==> config.mk <==
export PLATFORM = sky130hd
export DESIGN_NAME = qpu_exu_disp_flat
export DESIGN_NICKNAME = d
export VERILOG_FILES = /design/src/rtl/qpu_exu_disp_if.sv /design/src/rtl/qpu_exu_disp.sv /design/src/flat_wrapper.sv
export SDC_FILE = /design/constraint.sdc
export NUM_CORES = 1
export LEC_CHECK = 0
export CAP_MARGIN = 25
export CORE_AREA = 2 2 241 243
export CTS_CLUSTER_SIZE = 30
export DETAILED_ROUTE_END_ITERATION = 8
export DIE_AREA = 0 0 243 245
export PLACE_DENSITY = 0.41
export SETUP_SLACK_MARGIN = 0.1
export SYNTH_ARGS = -nofsm -noshare
export SYNTH_HDL_FRONTEND = slang
export SYNTH_SLANG_ARGS = --single-unit
==> constraint.sdc <==
create_clock -name clk -period 0.9 [get_ports clk]
set_input_delay 0.18 -clock clk [delete_from_list [all_inputs] [get_ports clk]]
set_output_delay 0.18 -clock clk [all_outputs]
set_load 0.01 [all_outputs]
==> src/rtl/qpu_exu_disp_if.sv <==
// Dispatch-stage bus: decoder-side instruction handshake and ALU-side issue handshake.
// slave = dispatch stage view, master = surrounding pipeline (decoder + ALU) view.
interface qpu_exu_disp_if #(
  parameter int XLEN         = 32,
  parameter int PC_SIZE      = 32,
  parameter int RFIDX_W      = 5,
  parameter int DECINFO_W    = 32,
  parameter int TIME_W       = 32,
  parameter int QUBIT_NUM    = 8,
  parameter int EVENT_WIRE_W = 66,
  parameter int EVENT_NUM    = 8
);
  logic                    disp_i_valid;
  logic                    disp_i_ready;
  logic                    disp_i_rs1x0;
  logic                    disp_i_rs2x0;
  logic                    disp_i_rs1en;
  logic                    disp_i_rs2en;
  logic                    disp_i_rdwen;
  logic [RFIDX_W-1:0]      disp_i_rs1idx;
  logic [RFIDX_W-1:0]      disp_i_rs2idx;
  logic [RFIDX_W-1:0]      disp_i_rdidx;
  logic [XLEN-1:0]         disp_i_rs1;
  logic [XLEN-1:0]         disp_i_rs2;
  logic [DECINFO_W-1:0]    disp_i_info;
  logic [XLEN-1:0]         disp_i_imm;
  logic [PC_SIZE-1:0]      disp_i_pc;
  logic                    disp_i_ntp;
  logic                    disp_i_measure;
  logic                    disp_i_nqf;
  logic                    disp_i_fmr;
  logic [TIME_W-1:0]       disp_i_clk;
  logic [QUBIT_NUM-1:0]    disp_i_qmr;
  logic [EVENT_WIRE_W-1:0] disp_i_edata;
  logic [EVENT_NUM-1:0]    disp_i_oprand;

  logic                    disp_o_alu_valid;
  logic                    disp_o_alu_ready;
  logic                    disp_o_alu_longpipe;
  logic [XLEN-1:0]         disp_o_alu_rs1;
  logic [XLEN-1:0]         disp_o_alu_rs2;
  logic                    disp_o_alu_rdwen;
  logic [RFIDX_W-1:0]      disp_o_alu_rdidx;
  logic [DECINFO_W-1:0]    disp_o_alu_info;
  logic [XLEN-1:0]         disp_o_alu_imm;
  logic [PC_SIZE-1:0]      disp_o_alu_pc;
  logic [TIME_W-1:0]       disp_o_alu_clk;
  logic [QUBIT_NUM-1:0]    disp_o_alu_qmr;
  logic [EVENT_WIRE_W-1:0] disp_o_alu_edata;
  logic [EVENT_NUM-1:0]    disp_o_alu_oprand;
  logic                    disp_o_alu_ntp;
  logic                    disp_o_alu_fmr;
  logic                    disp_o_alu_measure;

  modport slave (
    input  disp_i_valid, disp_i_rs1x0, disp_i_rs2x0, disp_i_rs1en, disp_i_rs2en,
           disp_i_rdwen, disp_i_rs1idx, disp_i_rs2idx, disp_i_rdidx, disp_i_rs1,
           disp_i_rs2, disp_i_info, disp_i_imm, disp_i_pc, disp_i_ntp, disp_i_measure,
           disp_i_nqf, disp_i_fmr, disp_i_clk, disp_i_qmr, disp_i_edata, disp_i_oprand,
           disp_o_alu_ready, disp_o_alu_longpipe,
    output disp_i_ready,
           disp_o_alu_valid, disp_o_alu_rs1, disp_o_alu_rs2, disp_o_alu_rdwen,
           disp_o_alu_rdidx, disp_o_alu_info, disp_o_alu_imm, disp_o_alu_pc,
           disp_o_alu_clk, disp_o_alu_qmr, disp_o_alu_edata, disp_o_alu_oprand,
           disp_o_alu_ntp, disp_o_alu_fmr, disp_o_alu_measure
  );

  modport master (
    output disp_i_valid, disp_i_rs1x0, disp_i_rs2x0, disp_i_rs1en, disp_i_rs2en,
           disp_i_rdwen, disp_i_rs1idx, disp_i_rs2idx, disp_i_rdidx, disp_i_rs1,
           disp_i_rs2, disp_i_info, disp_i_imm, disp_i_pc, disp_i_ntp, disp_i_measure,
           disp_i_nqf, disp_i_fmr, disp_i_clk, disp_i_qmr, disp_i_edata, disp_i_oprand,
           disp_o_alu_ready, disp_o_alu_longpipe,
    input  disp_i_ready,
           disp_o_alu_valid, disp_o_alu_rs1, disp_o_alu_rs2, disp_o_alu_rdwen,
           disp_o_alu_rdidx, disp_o_alu_info, disp_o_alu_imm, disp_o_alu_pc,
           disp_o_alu_clk, disp_o_alu_qmr, disp_o_alu_edata, disp_o_alu_oprand,
           disp_o_alu_ntp, disp_o_alu_fmr, disp_o_alu_measure
  );
endinterface

==> src/rtl/qpu_exu_disp.sv <==
// QPU execution-unit dispatch: hazard check against OITF, ALU issue, OITF/MOITF allocation.
// Optional QPU_DISP_X0_ZERO_EN: force ALU operands to zero when the source register is x0.
module qpu_exu_disp #(
  parameter int XLEN         = 32,
  parameter int PC_SIZE      = 32,
  parameter int RFIDX_W      = 5,
  parameter int DECINFO_W    = 32,
  parameter int TIME_W       = 32,
  parameter int QUBIT_NUM    = 8,
  parameter int EVENT_WIRE_W = 66,
  parameter int EVENT_NUM    = 8
) (
  input  logic                 clk,
  input  logic                 rst_n,
  qpu_exu_disp_if.slave        disp,

  input  logic                 oitfrd_match_disprs1,
  input  logic                 oitfrd_match_disprs2,
  input  logic                 oitfrd_match_disprd,
  input  logic                 oitfqf_match_dispql,

  output logic                 disp_oitf_ena,
  output logic                 disp_moitf_ena,
  input  logic                 disp_oitf_ready,
  input  logic                 disp_moitf_ready,

  output logic                 disp_oitf_rs1en,
  output logic                 disp_oitf_rs2en,
  output logic                 disp_oitf_rdwen,
  output logic                 disp_oitf_qfren,
  output logic [RFIDX_W-1:0]   disp_oitf_rs1idx,
  output logic [RFIDX_W-1:0]   disp_oitf_rs2idx,
  output logic [RFIDX_W-1:0]   disp_oitf_rdidx,
  output logic [QUBIT_NUM-1:0] disp_oitf_qubitlist
);

  logic live;
  logic dep;
  logic cond;

  // live drops asynchronously with rst_n, so valid/ready fall in the reset cycle itself
  always_ff @(posedge clk or negedge rst_n) begin
    if (!rst_n) live <= 1'b0;
    else        live <= 1'b1;
  end

  always_comb begin
    dep  = (disp.disp_i_rs1en & oitfrd_match_disprs1)
         | (disp.disp_i_rs2en & oitfrd_match_disprs2)
         | (disp.disp_i_rdwen & oitfrd_match_disprd)
         | (disp.disp_i_nqf   & oitfqf_match_dispql);
    cond = live & ~dep
         & (~disp.disp_o_alu_longpipe | disp_oitf_ready)
         & (~disp.disp_i_measure      | disp_moitf_ready);
  end

  assign disp.disp_o_alu_valid = disp.disp_i_valid & cond;
  assign disp.disp_i_ready     = disp.disp_o_alu_ready & cond;

  assign disp_oitf_ena  = disp.disp_o_alu_valid & disp.disp_o_alu_ready & disp.disp_o_alu_longpipe;
  assign disp_moitf_ena = disp.disp_o_alu_valid & disp.disp_o_alu_ready & disp.disp_i_measure;

`ifdef QPU_DISP_X0_ZERO_EN
  assign disp.disp_o_alu_rs1 = disp.disp_i_rs1x0 ? '0 : disp.disp_i_rs1;
  assign disp.disp_o_alu_rs2 = disp.disp_i_rs2x0 ? '0 : disp.disp_i_rs2;
`else
  logic unused_x0;
  assign unused_x0 = &{1'b0, disp.disp_i_rs1x0, disp.disp_i_rs2x0};
  assign disp.disp_o_alu_rs1 = disp.disp_i_rs1;
  assign disp.disp_o_alu_rs2 = disp.disp_i_rs2;
`endif

  assign disp.disp_o_alu_rdwen   = disp.disp_i_rdwen;
  assign disp.disp_o_alu_rdidx   = disp.disp_i_rdidx;
  assign disp.disp_o_alu_info    = disp.disp_i_info;
  assign disp.disp_o_alu_imm     = disp.disp_i_imm;
  assign disp.disp_o_alu_pc      = disp.disp_i_pc;
  assign disp.disp_o_alu_clk     = disp.disp_i_clk;
  assign disp.disp_o_alu_qmr     = disp.disp_i_qmr;
  assign disp.disp_o_alu_edata   = disp.disp_i_edata;
  assign disp.disp_o_alu_oprand  = disp.disp_i_oprand;
  assign disp.disp_o_alu_ntp     = disp.disp_i_ntp;
  assign disp.disp_o_alu_fmr     = disp.disp_i_fmr;
  assign disp.disp_o_alu_measure = disp.disp_i_measure;

  assign disp_oitf_rs1en  = disp.disp_i_rs1en;
  assign disp_oitf_rs2en  = disp.disp_i_rs2en;
  assign disp_oitf_rdwen  = disp.disp_i_rdwen;
  assign disp_oitf_qfren  = disp.disp_i_nqf;
  assign disp_oitf_rs1idx = disp.disp_i_rs1idx;
  assign disp_oitf_rs2idx = disp.disp_i_rs2idx;
  assign disp_oitf_rdidx  = disp.disp_i_rdidx;

  // measure and FMR carry their target qubit mask in the low immediate bits
  assign disp_oitf_qubitlist = (disp.disp_i_measure | disp.disp_i_fmr)
                             ? disp.disp_i_imm[QUBIT_NUM-1:0] : '0;

endmodule

==> src/flat_wrapper.sv <==
// flat-port wrapper written by rule: the top's interface ports become plain ports
module qpu_exu_disp_flat 
#(
  parameter int XLEN         = 32,
  parameter int PC_SIZE      = 32,
  parameter int RFIDX_W      = 5,
  parameter int DECINFO_W    = 32,
  parameter int TIME_W       = 32,
  parameter int QUBIT_NUM    = 8,
  parameter int EVENT_WIRE_W = 66,
  parameter int EVENT_NUM    = 8
)
  (clk, rst_n, oitfrd_match_disprs1, oitfrd_match_disprs2, oitfrd_match_disprd, oitfqf_match_dispql, disp_oitf_ena, disp_moitf_ena, disp_oitf_ready, disp_moitf_ready, disp_oitf_rs1en, disp_oitf_rs2en, disp_oitf_rdwen, disp_oitf_qfren, disp_oitf_rs1idx, disp_oitf_rs2idx, disp_oitf_rdidx, disp_oitf_qubitlist, disp_disp_i_valid, disp_disp_i_rs1x0, disp_disp_i_rs2x0, disp_disp_i_rs1en, disp_disp_i_rs2en, disp_disp_i_rdwen, disp_disp_i_rs1idx, disp_disp_i_rs2idx, disp_disp_i_rdidx, disp_disp_i_rs1, disp_disp_i_rs2, disp_disp_i_info, disp_disp_i_imm, disp_disp_i_pc, disp_disp_i_ntp, disp_disp_i_measure, disp_disp_i_nqf, disp_disp_i_fmr, disp_disp_i_clk, disp_disp_i_qmr, disp_disp_i_edata, disp_disp_i_oprand, disp_disp_o_alu_ready, disp_disp_o_alu_longpipe, disp_disp_i_ready, disp_disp_o_alu_valid, disp_disp_o_alu_rs1, disp_disp_o_alu_rs2, disp_disp_o_alu_rdwen, disp_disp_o_alu_rdidx, disp_disp_o_alu_info, disp_disp_o_alu_imm, disp_disp_o_alu_pc, disp_disp_o_alu_clk, disp_disp_o_alu_qmr, disp_disp_o_alu_edata, disp_disp_o_alu_oprand, disp_disp_o_alu_ntp, disp_disp_o_alu_fmr, disp_disp_o_alu_measure);
  qpu_exu_disp_if #(.XLEN(XLEN), .PC_SIZE(PC_SIZE), .RFIDX_W(RFIDX_W), .DECINFO_W(DECINFO_W), .TIME_W(TIME_W), .QUBIT_NUM(QUBIT_NUM), .EVENT_WIRE_W(EVENT_WIRE_W), .EVENT_NUM(EVENT_NUM)) disp_i ();
  input  logic clk;
  input  logic rst_n;
  input  logic oitfrd_match_disprs1;
  input  logic oitfrd_match_disprs2;
  input  logic oitfrd_match_disprd;
  input  logic oitfqf_match_dispql;
  output logic disp_oitf_ena;
  output logic disp_moitf_ena;
  input  logic disp_oitf_ready;
  input  logic disp_moitf_ready;
  output logic disp_oitf_rs1en;
  output logic disp_oitf_rs2en;
  output logic disp_oitf_rdwen;
  output logic disp_oitf_qfren;
  output logic [RFIDX_W-1:0] disp_oitf_rs1idx;
  output logic [RFIDX_W-1:0] disp_oitf_rs2idx;
  output logic [RFIDX_W-1:0] disp_oitf_rdidx;
  output logic [QUBIT_NUM-1:0] disp_oitf_qubitlist;
  input wire logic [$bits(disp_i.disp_i_valid)-1:0] disp_disp_i_valid;
  input wire logic [$bits(disp_i.disp_i_rs1x0)-1:0] disp_disp_i_rs1x0;
  input wire logic [$bits(disp_i.disp_i_rs2x0)-1:0] disp_disp_i_rs2x0;
  input wire logic [$bits(disp_i.disp_i_rs1en)-1:0] disp_disp_i_rs1en;
  input wire logic [$bits(disp_i.disp_i_rs2en)-1:0] disp_disp_i_rs2en;
  input wire logic [$bits(disp_i.disp_i_rdwen)-1:0] disp_disp_i_rdwen;
  input wire logic [$bits(disp_i.disp_i_rs1idx)-1:0] disp_disp_i_rs1idx;
  input wire logic [$bits(disp_i.disp_i_rs2idx)-1:0] disp_disp_i_rs2idx;
  input wire logic [$bits(disp_i.disp_i_rdidx)-1:0] disp_disp_i_rdidx;
  input wire logic [$bits(disp_i.disp_i_rs1)-1:0] disp_disp_i_rs1;
  input wire logic [$bits(disp_i.disp_i_rs2)-1:0] disp_disp_i_rs2;
  input wire logic [$bits(disp_i.disp_i_info)-1:0] disp_disp_i_info;
  input wire logic [$bits(disp_i.disp_i_imm)-1:0] disp_disp_i_imm;
  input wire logic [$bits(disp_i.disp_i_pc)-1:0] disp_disp_i_pc;
  input wire logic [$bits(disp_i.disp_i_ntp)-1:0] disp_disp_i_ntp;
  input wire logic [$bits(disp_i.disp_i_measure)-1:0] disp_disp_i_measure;
  input wire logic [$bits(disp_i.disp_i_nqf)-1:0] disp_disp_i_nqf;
  input wire logic [$bits(disp_i.disp_i_fmr)-1:0] disp_disp_i_fmr;
  input wire logic [$bits(disp_i.disp_i_clk)-1:0] disp_disp_i_clk;
  input wire logic [$bits(disp_i.disp_i_qmr)-1:0] disp_disp_i_qmr;
  input wire logic [$bits(disp_i.disp_i_edata)-1:0] disp_disp_i_edata;
  input wire logic [$bits(disp_i.disp_i_oprand)-1:0] disp_disp_i_oprand;
  input wire logic [$bits(disp_i.disp_o_alu_ready)-1:0] disp_disp_o_alu_ready;
  input wire logic [$bits(disp_i.disp_o_alu_longpipe)-1:0] disp_disp_o_alu_longpipe;
  output wire logic [$bits(disp_i.disp_i_ready)-1:0] disp_disp_i_ready;
  output wire logic [$bits(disp_i.disp_o_alu_valid)-1:0] disp_disp_o_alu_valid;
  output wire logic [$bits(disp_i.disp_o_alu_rs1)-1:0] disp_disp_o_alu_rs1;
  output wire logic [$bits(disp_i.disp_o_alu_rs2)-1:0] disp_disp_o_alu_rs2;
  output wire logic [$bits(disp_i.disp_o_alu_rdwen)-1:0] disp_disp_o_alu_rdwen;
  output wire logic [$bits(disp_i.disp_o_alu_rdidx)-1:0] disp_disp_o_alu_rdidx;
  output wire logic [$bits(disp_i.disp_o_alu_info)-1:0] disp_disp_o_alu_info;
  output wire logic [$bits(disp_i.disp_o_alu_imm)-1:0] disp_disp_o_alu_imm;
  output wire logic [$bits(disp_i.disp_o_alu_pc)-1:0] disp_disp_o_alu_pc;
  output wire logic [$bits(disp_i.disp_o_alu_clk)-1:0] disp_disp_o_alu_clk;
  output wire logic [$bits(disp_i.disp_o_alu_qmr)-1:0] disp_disp_o_alu_qmr;
  output wire logic [$bits(disp_i.disp_o_alu_edata)-1:0] disp_disp_o_alu_edata;
  output wire logic [$bits(disp_i.disp_o_alu_oprand)-1:0] disp_disp_o_alu_oprand;
  output wire logic [$bits(disp_i.disp_o_alu_ntp)-1:0] disp_disp_o_alu_ntp;
  output wire logic [$bits(disp_i.disp_o_alu_fmr)-1:0] disp_disp_o_alu_fmr;
  output wire logic [$bits(disp_i.disp_o_alu_measure)-1:0] disp_disp_o_alu_measure;
  assign disp_i.disp_i_valid = disp_disp_i_valid;
  assign disp_i.disp_i_rs1x0 = disp_disp_i_rs1x0;
  assign disp_i.disp_i_rs2x0 = disp_disp_i_rs2x0;
  assign disp_i.disp_i_rs1en = disp_disp_i_rs1en;
  assign disp_i.disp_i_rs2en = disp_disp_i_rs2en;
  assign disp_i.disp_i_rdwen = disp_disp_i_rdwen;
  assign disp_i.disp_i_rs1idx = disp_disp_i_rs1idx;
  assign disp_i.disp_i_rs2idx = disp_disp_i_rs2idx;
  assign disp_i.disp_i_rdidx = disp_disp_i_rdidx;
  assign disp_i.disp_i_rs1 = disp_disp_i_rs1;
  assign disp_i.disp_i_rs2 = disp_disp_i_rs2;
  assign disp_i.disp_i_info = disp_disp_i_info;
  assign disp_i.disp_i_imm = disp_disp_i_imm;
  assign disp_i.disp_i_pc = disp_disp_i_pc;
  assign disp_i.disp_i_ntp = disp_disp_i_ntp;
  assign disp_i.disp_i_measure = disp_disp_i_measure;
  assign disp_i.disp_i_nqf = disp_disp_i_nqf;
  assign disp_i.disp_i_fmr = disp_disp_i_fmr;
  assign disp_i.disp_i_clk = disp_disp_i_clk;
  assign disp_i.disp_i_qmr = disp_disp_i_qmr;
  assign disp_i.disp_i_edata = disp_disp_i_edata;
  assign disp_i.disp_i_oprand = disp_disp_i_oprand;
  assign disp_i.disp_o_alu_ready = disp_disp_o_alu_ready;
  assign disp_i.disp_o_alu_longpipe = disp_disp_o_alu_longpipe;
  assign disp_disp_i_ready = disp_i.disp_i_ready;
  assign disp_disp_o_alu_valid = disp_i.disp_o_alu_valid;
  assign disp_disp_o_alu_rs1 = disp_i.disp_o_alu_rs1;
  assign disp_disp_o_alu_rs2 = disp_i.disp_o_alu_rs2;
  assign disp_disp_o_alu_rdwen = disp_i.disp_o_alu_rdwen;
  assign disp_disp_o_alu_rdidx = disp_i.disp_o_alu_rdidx;
  assign disp_disp_o_alu_info = disp_i.disp_o_alu_info;
  assign disp_disp_o_alu_imm = disp_i.disp_o_alu_imm;
  assign disp_disp_o_alu_pc = disp_i.disp_o_alu_pc;
  assign disp_disp_o_alu_clk = disp_i.disp_o_alu_clk;
  assign disp_disp_o_alu_qmr = disp_i.disp_o_alu_qmr;
  assign disp_disp_o_alu_edata = disp_i.disp_o_alu_edata;
  assign disp_disp_o_alu_oprand = disp_i.disp_o_alu_oprand;
  assign disp_disp_o_alu_ntp = disp_i.disp_o_alu_ntp;
  assign disp_disp_o_alu_fmr = disp_i.disp_o_alu_fmr;
  assign disp_disp_o_alu_measure = disp_i.disp_o_alu_measure;
  qpu_exu_disp #(.XLEN(XLEN), .PC_SIZE(PC_SIZE), .RFIDX_W(RFIDX_W), .DECINFO_W(DECINFO_W), .TIME_W(TIME_W), .QUBIT_NUM(QUBIT_NUM), .EVENT_WIRE_W(EVENT_WIRE_W), .EVENT_NUM(EVENT_NUM)) u_core (.clk(clk), .rst_n(rst_n), .disp(disp_i), .oitfrd_match_disprs1(oitfrd_match_disprs1), .oitfrd_match_disprs2(oitfrd_match_disprs2), .oitfrd_match_disprd(oitfrd_match_disprd), .oitfqf_match_dispql(oitfqf_match_dispql), .disp_oitf_ena(disp_oitf_ena), .disp_moitf_ena(disp_moitf_ena), .disp_oitf_ready(disp_oitf_ready), .disp_moitf_ready(disp_moitf_ready), .disp_oitf_rs1en(disp_oitf_rs1en), .disp_oitf_rs2en(disp_oitf_rs2en), .disp_oitf_rdwen(disp_oitf_rdwen), .disp_oitf_qfren(disp_oitf_qfren), .disp_oitf_rs1idx(disp_oitf_rs1idx), .disp_oitf_rs2idx(disp_oitf_rs2idx), .disp_oitf_rdidx(disp_oitf_rdidx), .disp_oitf_qubitlist(disp_oitf_qubitlist));
endmodule
# [After elaboration in Yosys (flattened, before gate mapping)]
# Cells that the tools add are included.
[totals] output_inout_bits=314 in_bits=309 reg_bits=1
[classes] bitwise_logic=21 muxes=1
[ops] op="1-bit bitwise AND" count=12
[ops] op="8-bit two-way mux" count=1
[ops] op="1-bit bitwise OR" count=6
[ops] op="1-bit inverter" count=3

# [Depth between registers and ports, before layout]
# Gate-level depths: netlist (run 1).
[depth] word_depth=11 mapped_depth=3 mapped_depth_nobuf=3

# [Worst setup path after synthesis (run 1)]
# Ideal clock, no wire load.
[synth_timing] kind="register to output" start="reg u_core.live" end="out disp_moitf_ena" path_stages_with_launch=4 required_time_ns=0.720 t_arrival_ns=0.870 slack_ns=-0.150 path_buffers=0 path_cell_list="dfrtp_1 > nand2_1 > nand4b_1 > nor3_1"
[synth_via] elab_chain_cells=6
[synth_rtl] element="from (decl)" line="qpu_exu_disp.sv:37" text="logic live;"
[synth_rtl] element="from (signal assigned)" line="qpu_exu_disp.sv:43" text="if (!rst_n) live <= 1'b0;"
[synth_rtl] element="from (signal assigned)" line="qpu_exu_disp.sv:44" text="else live <= 1'b1;"
[synth_rtl] element="1-bit bitwise AND" line="qpu_exu_disp.sv:52" text="cond = live & ~dep"
[synth_rtl] element="1-bit bitwise AND" line="qpu_exu_disp.sv:53" text="& (~disp.disp_o_alu_longpipe | disp_oitf_ready)"
[synth_rtl] element="1-bit bitwise AND" line="qpu_exu_disp.sv:54" text="& (~disp.disp_i_measure | disp_moitf_ready);"
[synth_rtl] element="1-bit bitwise AND" line="qpu_exu_disp.sv:57" text="assign disp.disp_o_alu_valid = disp.disp_i_valid & cond;"
[synth_rtl] element="1-bit bitwise AND (2 in series)" line="qpu_exu_disp.sv:61" text="assign disp_moitf_ena = disp.disp_o_alu_valid & disp.disp_o_alu_ready & disp.disp_i_measure;"
[synth_rtl] element="to (decl)" line="flat_wrapper.sv:22" text="output logic disp_moitf_ena;"
# Every way passes these cells.

# [Worst setup path in the final report (run 1)]
[layout_timing] start="reg u_core.live" end="out disp_oitf_ena"
[layout_via] elab_chain_cells=6
[layout_rtl] element="1-bit bitwise AND" line="qpu_exu_disp.sv:52"
[layout_rtl] element="1-bit bitwise AND" line="qpu_exu_disp.sv:53"
[layout_rtl] element="1-bit bitwise AND" line="qpu_exu_disp.sv:54"
[layout_rtl] element="1-bit bitwise AND" line="qpu_exu_disp.sv:57"
[layout_rtl] element="1-bit bitwise AND (2 in series)" line="qpu_exu_disp.sv:60" text="assign disp_oitf_ena = disp.disp_o_alu_valid & disp.disp_o_alu_ready & disp.disp_o_alu_longpipe;"
[layout_rtl] element="to (decl)" line="flat_wrapper.sv:21" text="output logic disp_oitf_ena;"
# Every way passes these cells.

==> results of run 1 <==
==> critical path: stages (launching register included) <==
cell and delay (ns):
dfrtp_2 0.42, nand2_2 0.08, nand4b_1 0.20, buf_4 0.18, nor3_4 0.17, buf_12 0.16
==> timing repair <==
action,in CTS,in global routing
pin swaps,9,4
hold buffers,0,0
buffers inserted,7,2
resized for setup,163,8
setup endpoints to repair,27,13
==> power by group through the flow <==
stage / Sequential, W / Clock, W / Combinational [W]
after floorplan: 0.0000490 / 0 / 0.00145
after global placement: 0.0000544 / 0 / 0.000406
after detailed placement: 0.0000544 / 0 / 0.000409
after CTS: 0.0000547 / 0 / 0.000390
after global routing: 0.0000545 / 0.000000000156 / 0.000431
final: 0.0000540 / 0.000000000458 / 0.000397
==> metrics by stage <==
stage / instances / power [W] / instance area, µm² / hold WS [ns]
6_report: 865 / 0.000451 / 1780 / 0.337
5_1_grt: 863 / 0.000486 / 1780 / 0.346
4_1_cts: 860 / 0.000445 / 1750 / 0.341
3_5_place_dp: 853 / 0.000463 / 1750 / 0.340
3_3_place_gp: 853 / 0.000461 / 1750 / 0.331
2_1_floorplan: 329 / 0.00150 / 2450 / -0.116
==> cells in the mapped netlist <==
cell	instances	area [µm²]
nand3_1	1	5.00
nor3_1	3	15.0
a22oi_2	1	12.5
nand2_1	6	22.5
nand4b_1	1	8.76
conb_1	1	3.75
nor2_2	1	6.26
o21ai_2	1	8.76
nand2b_1	1	6.26
nor2b_1	8	50.1
nor2_1	1	3.75
dfrtp_1	1	25.0
inv_1	1	3.75
buf_4	302	2270
==> kinds of logic (layout without fill, tap and decap cells) <==
group | Yosys count | after routing | share of synthesized area, %
buffers and inverters | 303 | 71 | 93.1
and+or+nand+nor | 22 | 22 | 4.82
AOI/OAI and AO/OA | 2 | 2 | 0.872
other | 1 | 4 | 0.154
DFF | 1 | 1 | 1.03
==> per-layer routing <==
layer / up-vias / wire, µm / GRT usage [%] / part of all wire, %
li1: 235 / - / - / -
met2: 317 / 4720 / 5.26 / 37
met3: 160 / 3460 / 4.94 / 27
met5: - / 25 / 0 / 0.20
met4: 4 / 2040 / 5.47 / 16
met1: 288 / 2350 / 1.77 / 19
==> layout make-up <==
cell class / instances / area [µm²] / area share (%)
tap: 765 / 957 / 53.7
timing repair buffer: 70 / 581 / 32.6
multi-input combinational: 25 / 208 / 11.6
sequential: 1 / 26.3 / 1.47
antenna: 3 / 7.51 / 0.421
inverter: 1 / 3.75 / 0.211
==> path summary, 6_finish.rpt <==
check | to | cells past startpoint | slack, ns
worst max-delay path | disp_oitf_ena | 5 | -0.49
max in group asynchronous | u_core.live | 1 | 0.45
worst min-delay path | u_core.live | 1 | 0.34
min in group clk | disp_disp_o_alu_clk[18] | 0 | 0.36
==> impl_metrics.env, run 1 <==
export IMPL_status="finished with violations"
export IMPL_violations="negative setup slack"
export IMPL_pin_count_of_the_biggest_net_entering_global_routing=5
export IMPL_globalRoute_totalOverflow=0
export IMPL_critPathLaunchType="flop"
export IMPL_placementRows=88
export IMPL_largestRegisters="u_core.live x1"
export IMPL_top_level_ports=623
export IMPL_crit_fanout=2
export IMPL_grt_setup_unrepaired="yes"
export IMPL_synthesis_instances=329
export IMPL_drt_initial_drc_count=21
export IMPL_final_max_slew_violation_count=0
export IMPL_p_switching_w=0.000184
export IMPL_port_buffer_count=51
export IMPL_synth_seq_area_share_pct=1.03
export IMPL_gpl_final_weighted_congestion=0.628
export IMPL_synth_yosys_warnings=0
export IMPL_setup_total_negative_slack_ns=-2.27
export IMPL_dp_worst_setup_slack_ns=-0.996
export IMPL_share_clk_of_total_power_pct=0
export IMPL_crit_required_ns=0.72
export IMPL_switching_share_pct=40.7
export IMPL_total_leakage_power_nw=0.455
export IMPL_drt_pass1_iter_count=3
export IMPL_drc_violations_left=0
export IMPL_totalWireLength_mm=12.6
export IMPL_die_x_um=243
export IMPL_fillerInstances=6886
export IMPL_cp_end_kind="output port"
export IMPL_combinationalPowerShare_pct=88.0
export IMPL_registers_top_by_ff_count="u_core.live"
export IMPL_first_global_vias=1207
export IMPL_finalNetCount=408
export IMPL_p_r_area_growth_vs_syn_pct=-26.9
export IMPL_clkSlewWorstSetupHoldPaths_ns=0
export IMPL_timing_hold_violations_final=0
export IMPL_max_freq_mhz=722
export IMPL_tmin_final_ns=1.39
export IMPL_detailroute_via_count=1004
export IMPL_initial_standard_cell_utilization_of_the_core_pct=4.28
export IMPL_wire_per_inst_um=14.6
export IMPL_fin_crit_sh_pct=154
export IMPL_cap_violations=0
export IMPL_number_of_antenna_violations_at_the_first_check_in_global_routing=10
export IMPL_finalSetupViolations=12
export IMPL_post_drt_via_cell_ratio=1.16
export IMPL_grt_pass1_wl_mm=14.5
export IMPL_grt_use_total_pct=3.84
export IMPL_power_internal_w=0.000268
export IMPL_fin_util_pct=3.13
export IMPL_mostFrequentLayoutCell="buf_2"
export IMPL_hold_crit_class="input port to asynchronous set/reset pin"
export IMPL_critPathArrivalTime_ns=1.21
export IMPL_most_common_layout_cells="buf_2, dlygate4sd2_1, buf_6"
export IMPL_pwr_density_cell_nw_per_um2=253
export IMPL_synth_nets=638
export IMPL_post_synth_num_cell_types=14
export IMPL_setup_worst_path_start="u_core.live"
export IMPL_sequential_power_share_pct=12.0
export IMPL_detail_route_antenna_nets=0
export IMPL_layout_drive_gt1_share_pct=69.1
export IMPL_die_span_in_y_um=245
export IMPL_place_hpwl_mm=11.2
export IMPL_postSynthAreaPerCell_um2=7.41
export IMPL_floorplan_core_area_um2=57000
export IMPL_yosys_register_bits=1
export IMPL_crit_type="flop to output port"
export IMPL_design_die_area_um2=59500
export IMPL_largest_reg_flops=1
export IMPL_finalWorstSetupSlack_ns=-0.486
export IMPL_largest_voltage_drop_on_the_vdd_net_v=0.0000678
export IMPL_netlist_area_um2=2440
No activity file was read; power rests on OpenSTA's default activity.
==> run 2: changes to the inputs <==
--- a/config.mk
+++ b/config.mk
@@ -6,12 +6,15 @@
 export NUM_CORES = 1
 export LEC_CHECK = 0
 export CAP_MARGIN = 25
-export CORE_AREA = 2 2 241 243
+export CELL_PAD_IN_SITES_DETAIL_PLACEMENT = 1
+export CELL_PAD_IN_SITES_GLOBAL_PLACEMENT = 1
+export CORE_AREA = 2 2 240 242
 export CTS_CLUSTER_SIZE = 30
 export DETAILED_ROUTE_END_ITERATION = 8
-export DIE_AREA = 0 0 243 245
-export PLACE_DENSITY = 0.41
+export DIE_AREA = 0 0 242 244
+export PLACE_DENSITY = 0.47
 export SETUP_SLACK_MARGIN = 0.1
+export SKIP_CTS_REPAIR_TIMING = 1
 export SYNTH_ARGS = -nofsm -noshare
 export SYNTH_HDL_FRONTEND = slang
 export SYNTH_SLANG_ARGS = --single-unit
==> run 2 against run 1 <==
Compared with the run above:
- the flow still finishes with violations (negative setup slack)
- sequential share of layout area down 0.089 points
- via count fell by 5.0%
- setup slack got worse by 0.014 ns
- utilization increased by 0.091 points
- maximum frequency decreased by 0.99%
- combinational power shrank 2%
- routed wire length is 19% lower
- largest cell class unchanged
==> impl_metrics.env, run 2 (synthesized netlist as in run 1, its figures left out) <==
export IMPL_routed_wl_met3_mm=2.61
export IMPL_clkSlewWorstSetupHoldPaths_ns=0
export IMPL_drt_initial_drc_count=19
export IMPL_pin_count_of_the_biggest_net_entering_global_routing=9
export IMPL_die_span_in_y_um=244
export IMPL_crit_required_ns=0.72
export IMPL_setup_total_negative_slack_ns=-2.33
export IMPL_port_buffer_count=51
export IMPL_detailroute_via_count=954
export IMPL_status="finished with violations"
export IMPL_critPathTopFamily="simple AND/OR/NAND/NOR gates"
export IMPL_die_x_um=242
export IMPL_globalRoute_totalOverflow=0
export IMPL_fin_util_pct=3.22
export IMPL_regArea_um2=25.0
export IMPL_placementRows=87
export IMPL_totalPowerFinal_w=0.000442
export IMPL_met2RoutedLength_mm=4.59
export IMPL_tmin_final_ns=1.40
export IMPL_route_layer_met1_wl_mm=1.06
export IMPL_drc_violations_left=0
export IMPL_critical_path_max_stage_delay_ns=0.40
export IMPL_finished_layout_cell_area_um2=1810
export IMPL_floorplan_core_area_um2=56200
export IMPL_routed_top_layer="met5"
export IMPL_most_common_layout_cells="dlymetal6s2s_1, clkbuf_2, buf_4"
export IMPL_critPathArrivalTime_ns=1.22
export IMPL_total_leakage_power_nw=0.637
export IMPL_totalWireLength_mm=10.2
export IMPL_finalWorstSetupSlack_ns=-0.500
export IMPL_largestRegisters="u_core.live x1"
export IMPL_placement_cell_area_um2=1670
export IMPL_finalNetCount=398
export IMPL_fillerInstances=6762
export IMPL_wire_per_inst_um=12.1
export IMPL_layout_drive_gt1_share_pct=50.6
export IMPL_critical_path_cell_chain="nand2_1 > nand4b_1 > buf_4 > nor3_2 > buf_2"
export IMPL_design_die_area_um2=59000
export IMPL_pwr_density_cell_nw_per_um2=245
export IMPL_timing_critical_path_buf_inv=2
export IMPL_cap_violations=0
export IMPL_mostFrequentLayoutCell="dlymetal6s2s_1"
export IMPL_first_global_vias=1105
export IMPL_place_hpwl_mm=8.67
export IMPL_setup_worst_path_start="u_core.live"
export IMPL_grt_pass1_wl_mm=11.7
export IMPL_detail_route_antenna_nets=0
export IMPL_violations="negative setup slack"
export IMPL_critPathLaunchType="flop"
export IMPL_crit_path_top_delay_cell="dfrtp_1"
export IMPL_grt_use_total_pct=3.03
export IMPL_post_drt_via_cell_ratio=1.13
export IMPL_largest_reg_flops=1
export IMPL_fin_crit_sh_pct=156
export IMPL_drt_pass1_iter_count=4
export IMPL_cp_end_kind="output port"
export IMPL_number_of_antenna_violations_at_the_first_check_in_global_routing=6
export IMPL_initial_standard_cell_utilization_of_the_core_pct=4.34
export IMPL_crit_type="flop to output port"
export IMPL_top_level_ports=623
export IMPL_grt_setup_unrepaired="yes"
export IMPL_hold_crit_class="input port to asynchronous set/reset pin"
export IMPL_gpl_final_weighted_congestion=0.745
export IMPL_p_r_area_growth_vs_syn_pct=-25.9
export IMPL_max_freq_mhz=715
export IMPL_finalSetupViolations=12
export IMPL_final_max_slew_violation_count=0
export IMPL_timing_hold_violations_final=0
export IMPL_largest_voltage_drop_on_the_vdd_net_v=0.0000905
export IMPL_combined_area_of_the_multi_input_logic_cells_um2=213
export IMPL_registers_top_by_ff_count="u_core.live"
export IMPL_crit_fanout=3
-- run 2: cell count changes in the layout (fill, tap and decap cells not counted), moves of 2 or more --
cell,delta
buf_2,-18
buf_4,-4
buf_6,-7
clkbuf_2,+8
dlygate4sd2_1,-15
dlymetal6s2s_1,+29
nor2b_1,-2
nor2b_4,+2
nor3_2,+2
nor3_4,-2
-- run 2: report_power, final --
group	switching [W]	internal, W
Sequential	0.00000336	0.0000481
Combinational	0.000169	0.000222
Clock	0	0.000000000453
-- run 2: worst paths after layout --
kind / cells past startpoint / slack (ns) / end
setup / recovery: 5 / -0.50 / disp_oitf_ena
hold / removal: 1 / 0.33 / u_core.live
max in group asynchronous: 1 / 0.47 / u_core.live
min in group clk: 0 / 0.36 / disp_disp_o_alu_clk[18]
-- run 2: area by class of cell --
cell class	instances	area share [%]
tap	756	52.4
timing repair buffer	60	33.9
multi-input combinational	25	11.8
sequential	1	1.39
antenna	3	0.416
inverter	1	0.208
-- run 2: stage by stage --
| step | std cells | setup slack, ns | hold slack, ns |
|---|---|---|---|
| after detailed placement | 838 | -1.15 | 0.331 |
| after floorplan | 329 | -0.0639 | -0.116 |
| after global placement | 838 | -1.14 | 0.331 |
| after CTS | 838 | -1.15 | 0.331 |
| final | 846 | -0.500 | 0.330 |
| after global routing | 845 | -0.529 | 0.340 |
-- run 2: routing by layer --
layer / vias up / global-route usage, %
met4: 2 / 5.59
met3: 135 / 3.28
met2: 287 / 4.97
li1: 210 / -
met1: 320 / 0.656
met5: - / 0
